File: src/rtl/insai_wb_queue_if.sv
// Shared types for the insAI writeback queue, plus the FU-result / writeback-port bundle.
// The bundle has no state; the slave modport is the queue and the master modport is its environment.
package insai_wb_queue_pkg;
    localparam int unsigned XLEN          = 32;
    localparam int unsigned TRANS_ID_BITS = 3;

    typedef logic [XLEN-1:0] xlen_t;

    typedef struct packed {
        xlen_t cause;
        xlen_t tval;
        logic  valid;
    } exception_t;

    typedef struct packed {
        int unsigned XLEN;
    } cfg_t;

    localparam cfg_t cva6_cfg_empty = '{XLEN: 32};
endpackage

interface insai_wb_queue_if;
    import insai_wb_queue_pkg::*;

    logic                     fu_valid;
    xlen_t                    fu_result;
    logic [TRANS_ID_BITS-1:0] fu_trans_id;
    exception_t               fu_exception;
    logic                     fu_ready;

    logic                     wb_grant;
    logic                     wb_valid;
    xlen_t                    wb_result;
    logic [TRANS_ID_BITS-1:0] wb_trans_id;
    exception_t               wb_exception;

    modport slave (
        input  fu_valid, fu_result, fu_trans_id, fu_exception, wb_grant,
        output fu_ready, wb_valid, wb_result, wb_trans_id, wb_exception
    );

    modport master (
        output fu_valid, fu_result, fu_trans_id, fu_exception, wb_grant,
        input  fu_ready, wb_valid, wb_result, wb_trans_id, wb_exception
    );
endinterface

File: src/rtl/insai_wb_queue.sv
// In-order result queue between the custom FU and a grant-gated writeback port.
// Latency 0 when empty (bypass), else the head is shown the cycle after its push.
// Back-pressure: fu_ready drops when full, from registered count only; arrivals while full are dropped and flagged.
module insai_wb_queue
    import insai_wb_queue_pkg::*;
#(
    parameter cfg_t        CVA6Cfg = cva6_cfg_empty,
    parameter int unsigned DEPTH   = 2
) (
    input  logic                      clk_i,
    input  logic                      rst_ni,
    input  logic                      flush_i,
    insai_wb_queue_if.slave           bus_io,
    output logic [$clog2(DEPTH):0]    count_o,
    output logic                      overflow_o
);
    localparam int unsigned RES_W = CVA6Cfg.XLEN;
    localparam int unsigned PW    = $clog2(DEPTH);
    localparam int unsigned CW    = PW + 1;

    typedef struct packed {
        logic [RES_W-1:0]         result;
        logic [TRANS_ID_BITS-1:0] trans_id;
        exception_t               exception;
    } entry_t;

    logic [PW-1:0] rd_ptr_q, rd_ptr_d;
    logic [PW-1:0] wr_ptr_q, wr_ptr_d;
    logic [CW-1:0] count_q, count_d;
    logic          overflow_q, overflow_d;
    entry_t        mem_q [DEPTH];

    entry_t in_entry;
    entry_t out_entry;
    logic   empty, full, push, pop, wb_vld;

    assign in_entry = '{result: bus_io.fu_result, trans_id: bus_io.fu_trans_id,
                        exception: bus_io.fu_exception};

    assign empty = (count_q == '0);
    assign full  = (count_q == CW'(DEPTH));

    // An empty queue forwards the incoming result directly; it is only stored if the grant misses it.
    assign wb_vld = !flush_i && (!empty || bus_io.fu_valid);
    assign pop    = wb_vld && bus_io.wb_grant && !empty;
    assign push   = bus_io.fu_valid && !full && !flush_i && !(empty && bus_io.wb_grant);

    always_comb begin
        out_entry = '0;
        if (wb_vld) begin
            out_entry = empty ? in_entry : mem_q[rd_ptr_q];
        end
    end

    assign bus_io.fu_ready     = !full;
    assign bus_io.wb_valid     = wb_vld;
    assign bus_io.wb_result    = out_entry.result;
    assign bus_io.wb_trans_id  = out_entry.trans_id;
    assign bus_io.wb_exception = out_entry.exception;
    assign count_o             = count_q;
    assign overflow_o          = overflow_q;

    always_comb begin
        rd_ptr_d   = rd_ptr_q;
        wr_ptr_d   = wr_ptr_q;
        count_d    = count_q;
        overflow_d = overflow_q;
        if (flush_i) begin
            rd_ptr_d = '0;
            wr_ptr_d = '0;
            count_d  = '0;
        end else begin
            if (push) wr_ptr_d = wr_ptr_q + PW'(1);
            if (pop)  rd_ptr_d = rd_ptr_q + PW'(1);
            case ({push, pop})
                2'b10:   count_d = count_q + CW'(1);
                2'b01:   count_d = count_q - CW'(1);
                default: count_d = count_q;
            endcase
            // A pop in the same cycle does not make room for an arrival seen while full.
            if (bus_io.fu_valid && full) overflow_d = 1'b1;
        end
    end

    always_ff @(posedge clk_i or negedge rst_ni) begin
        if (!rst_ni) begin
            rd_ptr_q   <= '0;
            wr_ptr_q   <= '0;
            count_q    <= '0;
            overflow_q <= 1'b0;
        end else begin
            rd_ptr_q   <= rd_ptr_d;
            wr_ptr_q   <= wr_ptr_d;
            count_q    <= count_d;
            overflow_q <= overflow_d;
        end
    end

    always_ff @(posedge clk_i) begin
        if (push) begin
            mem_q[wr_ptr_q] <= in_entry;
        end
    end
endmodule
File: src/flat_wrapper.sv
// flat-port wrapper written by rule: the top's interface ports become plain ports
module insai_wb_queue_flat import insai_wb_queue_pkg::*;
#(
    parameter cfg_t        CVA6Cfg = cva6_cfg_empty,
    parameter int unsigned DEPTH   = 2
)
  (clk_i, rst_ni, flush_i, count_o, overflow_o, bus_io_fu_valid, bus_io_fu_result, bus_io_fu_trans_id, bus_io_fu_exception, bus_io_wb_grant, bus_io_fu_ready, bus_io_wb_valid, bus_io_wb_result, bus_io_wb_trans_id, bus_io_wb_exception);
  insai_wb_queue_if bus_io_i ();
  input  logic clk_i;
  input  logic rst_ni;
  input  logic flush_i;
  output logic [$clog2(DEPTH):0] count_o;
  output logic overflow_o;
  input wire logic [$bits(bus_io_i.fu_valid)-1:0] bus_io_fu_valid;
  input wire logic [$bits(bus_io_i.fu_result)-1:0] bus_io_fu_result;
  input wire logic [$bits(bus_io_i.fu_trans_id)-1:0] bus_io_fu_trans_id;
  input wire logic [$bits(bus_io_i.fu_exception)-1:0] bus_io_fu_exception;
  input wire logic [$bits(bus_io_i.wb_grant)-1:0] bus_io_wb_grant;
  output wire logic [$bits(bus_io_i.fu_ready)-1:0] bus_io_fu_ready;
  output wire logic [$bits(bus_io_i.wb_valid)-1:0] bus_io_wb_valid;
  output wire logic [$bits(bus_io_i.wb_result)-1:0] bus_io_wb_result;
  output wire logic [$bits(bus_io_i.wb_trans_id)-1:0] bus_io_wb_trans_id;
  output wire logic [$bits(bus_io_i.wb_exception)-1:0] bus_io_wb_exception;
  assign bus_io_i.fu_valid = bus_io_fu_valid;
  assign bus_io_i.fu_result = bus_io_fu_result;
  assign bus_io_i.fu_trans_id = bus_io_fu_trans_id;
  assign bus_io_i.fu_exception = bus_io_fu_exception;
  assign bus_io_i.wb_grant = bus_io_wb_grant;
  assign bus_io_fu_ready = bus_io_i.fu_ready;
  assign bus_io_wb_valid = bus_io_i.wb_valid;
  assign bus_io_wb_result = bus_io_i.wb_result;
  assign bus_io_wb_trans_id = bus_io_i.wb_trans_id;
  assign bus_io_wb_exception = bus_io_i.wb_exception;
  insai_wb_queue #(.CVA6Cfg(CVA6Cfg), .DEPTH(DEPTH)) u_core (.clk_i(clk_i), .rst_ni(rst_ni), .flush_i(flush_i), .bus_io(bus_io_i), .count_o(count_o), .overflow_o(overflow_o));
endmodule
File: config.mk
export PLATFORM = sky130hd
export DESIGN_NAME = insai_wb_queue_flat
export DESIGN_NICKNAME = d
export VERILOG_FILES = /design/src/rtl/insai_wb_queue_if.sv /design/src/rtl/insai_wb_queue.sv /design/src/flat_wrapper.sv
export SDC_FILE = /design/constraint.sdc
export NUM_CORES = 1
export LEC_CHECK = 0
export BUFFER_PORTS_ARGS = -buffer_cell sky130_fd_sc_hd__buf_4
export CAP_MARGIN = 10
export CORE_MARGIN = 3
export CORE_UTILIZATION = 49
export CTS_CLUSTER_SIZE = 8
export DETAILED_ROUTE_END_ITERATION = 6
export PLACE_DENSITY = 0.8
export REMOVE_ABC_BUFFERS = 1
export SYNTH_ARGS = -nofsm -noshare
export SYNTH_HDL_FRONTEND = slang
export SYNTH_SLANG_ARGS = --single-unit
File: constraint.sdc
create_clock -name clk_i -period 5.8 [get_ports clk_i]
set_clock_uncertainty 0.15 [all_clocks]
set_input_delay 0.29 -clock clk_i [delete_from_list [all_inputs] [get_ports clk_i]]
set_output_delay 0.29 -clock clk_i [all_outputs]
set_load 0.02 [all_outputs]
==> flow_summary.ini <==
[outcome]
outcome = finished, final reports clean

[sta]
maxSlewViolCount = 0
worst_pin_slew_ps = 1085
relSlewSlack = 0.2764
fin_crit_sh = 0.6697
timing.hold.ws_ps = 275.9
max_freq_mhz = 257.5
finalSetupViolCount = 0
hold_viol = 0
setup-tns-final_ps = 0
min_period_ps = 3884
rsz0062_at_grt = false

[placement]
hpwl_um = 12050
post-place-cells = 1058
routabilityCongestion = 0.7352
port-buffer-count = 209

[clocking]
max-clock-path-buffers = 3
clkSinkCount = 205
cts_tree = built
h-tree-depth = 1
post-cts-setup-buffers = 0
numCtsBuffers = 29
clk_latency_ps = 520
cts-root-buf = clkbuf_16
cts.clk_slew.worst_paths_ps = 50

[synthesis]
ys_types = 29
ys.flop_type = edfxtp_1
synth_area_um2 = 9400
synth.avg_cell_area_um2 = 14.35
synth_warnings = 0
ys_ff_latch = 205
synth-seq-area-share = 0.6522
synth_edf_count = 200
synthCells = 655
async_flop_share = 0.02439

[worst_setup_path]
crit_required_ps = 5360
cp_max_fo = 75
ff2ff_path_depth = 3
start_kind = flop
end_kind = primary output
r2r_setup_slack_ps = 3010
timing.rr.start = u_core.count_o[1]$_DFFE_PN0P_
cp.arrival_ps = 3440
crit_type = reg2out
r2r_end = u_core.mem_q[1][84]$_DFFE_PP_

[floorplanning]
dieArea_um2 = 20880
start_util = 0.5009
core-area_um2 = 18770
num_rows = 50
ios = 210
die_w_um = 144.5
die_h_um = 144.5

[drt]
routed_wl_um = 22320
drt_pass1_iterations = 5
dr_total_vias = 6333
ant_nets = 0
route.detailed.wl_per_inst_um = 18.52
viasPerCell = 5.256
route.detailed.drc = 0
drt_iter0_drc = 327

[global_routing]
grt_max_degree = 84
grt_pass1_wl_um = 34020
grt_pass1_vias = 6510
grt_overflow = 0
antenna_found_initial = 0
grt_usage = 0.2055

[power]
irDropWorstVdd_mv = 0.2375
p_leak_nw = 4.804
total_power_w = 0.003771
power_density_nw_per_um2 = 292.2

[layout]
final_cells = 1205
nFillCells = 1227
antenna_cells = 0
drive_above_1_share = 0.3615
areaGrowthSynthToFinish_pct = 37.28
nNetsFinal = 1063

[min_path]
hp-class = in2reg
hp-start = flush_i
hold_path_depth = 4
hold_end = u_core.wr_ptr_q$_DFFE_PN0P_

[job]
cap_violations = 0
[synthesized netlist by cell type, types with 2 or more instances]
| library cell | instances | area [um^2] |
|---|---|---|
| edfxtp_1 | 200 | 6006 |
| mux2i_1 | 100 | 1001 |
| nor2_1 | 82 | 307.8 |
| nand2_1 | 78 | 292.8 |
| mux2_2 | 55 | 619.3 |
| a211oi_1 | 24 | 180.2 |
| mux2_4 | 22 | 330.3 |
| nor2_2 | 20 | 125.1 |
| buf_2 | 19 | 95.09 |
| clkbuf_1 | 19 | 71.32 |
| buf_6 | 8 | 90.09 |
| dfrtp_1 | 5 | 125.1 |
| nand2b_1 | 3 | 18.77 |
| a21oi_1 | 2 | 10.01 |
| inv_1 | 2 | 7.510 |
| o21bai_1 | 2 | 15.01 |
| xor2_1 | 2 | 17.52 |
[worst max-delay path by stage]
stage / from / endpoint / cells past startpoint / slack, ps
final: u_core.count_o[0]$_DFFE_PN0P_ / bus_io_wb_exception[25] / 5 / 1920
after global routing: u_core.count_o[1]$_DFFE_PN0P_ / bus_io_wb_exception[25] / 5 / 1780
after CTS: u_core.count_o[0]$_DFFE_PN0P_ / bus_io_wb_exception[25] / 5 / 1940
after detailed placement: u_core.count_o[0]$_DFFE_PN0P_ / bus_io_wb_exception[28] / 5 / 2540
after global placement: u_core.count_o[1]$_DFFE_PN0P_ / bus_io_wb_exception[30] / 5 / 2620
after floorplan: u_core.count_o[0]$_DFFE_PN0P_ / u_core.mem_q[0][0]$_DFFE_PP_ / 3 / 110
[logic make-up (layout without fill, tap and decap cells)]
logic type,after synthesis,count (layout),share of synthesized area
compound gates,33,33,0.02662
xor+xnor,2,2,0.001864
buf+inv,49,365,0.02848
flops,205,205,0.6522
mux,177,177,0.2075
simple gates,189,189,0.08332
[report_power, final]
part           total, W  internal (W)  switching (W)
sequential      0.00170       0.00168      0.0000240
combinational  0.000597      0.000293       0.000304
clock           0.00147      0.000904       0.000566
[registers in the layout, indices dropped and copies added, names as in the netlist]
signal / cells
u_core.mem_q: 200
u_core.rd_ptr_q: 1
u_core.count_o: 2
u_core.wr_ptr_q: 1
u_core.overflow_o: 1
[per-layer routing]
metal	up-vias	routed length, um	global-route usage
li1	3002	-	-
met1	3082	9453	0.2671
met2	208	11200	0.3575
met3	41	1167	0.03505
met4	0	504	0.05695
met5	-	0	0
[final cells by class]
type / count / area [um^2] / area share
well taps: 234 / 292.8 / 0.02269
multi-input cells: 401 / 3017 / 0.2338
clock inverters: 2 / 13.76 / 0.001067
clock buffers: 42 / 774.5 / 0.06002
repair buffers: 319 / 2665 / 0.2065
inverters: 2 / 7.507 / 0.0005817
flip-flops and latches: 205 / 6135 / 0.4754
[worst max-delay path, cell delays in order, from the launching register on]
cell     delay [ps]
dfrtp_1         520
or2_4           650
buf_4           860
mux2_2          430
nor2_1          120
buf_4           170
[stage by stage]
stage / utilization / setup WS (ps) / cell area [um^2]
global placement: 0.5907 / 2616 / 11090
CTS: 0.6876 / 1942 / 12900
floorplan: - / 109.2 / 9140
global route: 0.6876 / 1776 / 12900
finish: 0.6876 / 1916 / 12900
detailed placement: 0.5907 / 2537 / 11090
[cell usage in the layout, fill, tap and decap left out, types with 3 or more instances in the layout]
cell type	instances
buf_4	215
edfxtp_1	200
dlygate4sd3_1	103
mux2i_1	100
nor2_1	81
nand2_1	78
mux2_2	55
clkbuf_16	29
a211oi_1	24
mux2_4	22
nor2_2	20
clkbuf_1	13
dfrtp_1	4
nand2b_1	3
[timing repair]
item | CTS | global route
hold buffers | 103 | 0
endpoints found under the hold margin | 207 | 0
resized for setup | 0 | 0
Note: power is estimated with default switching activity, not from simulation.
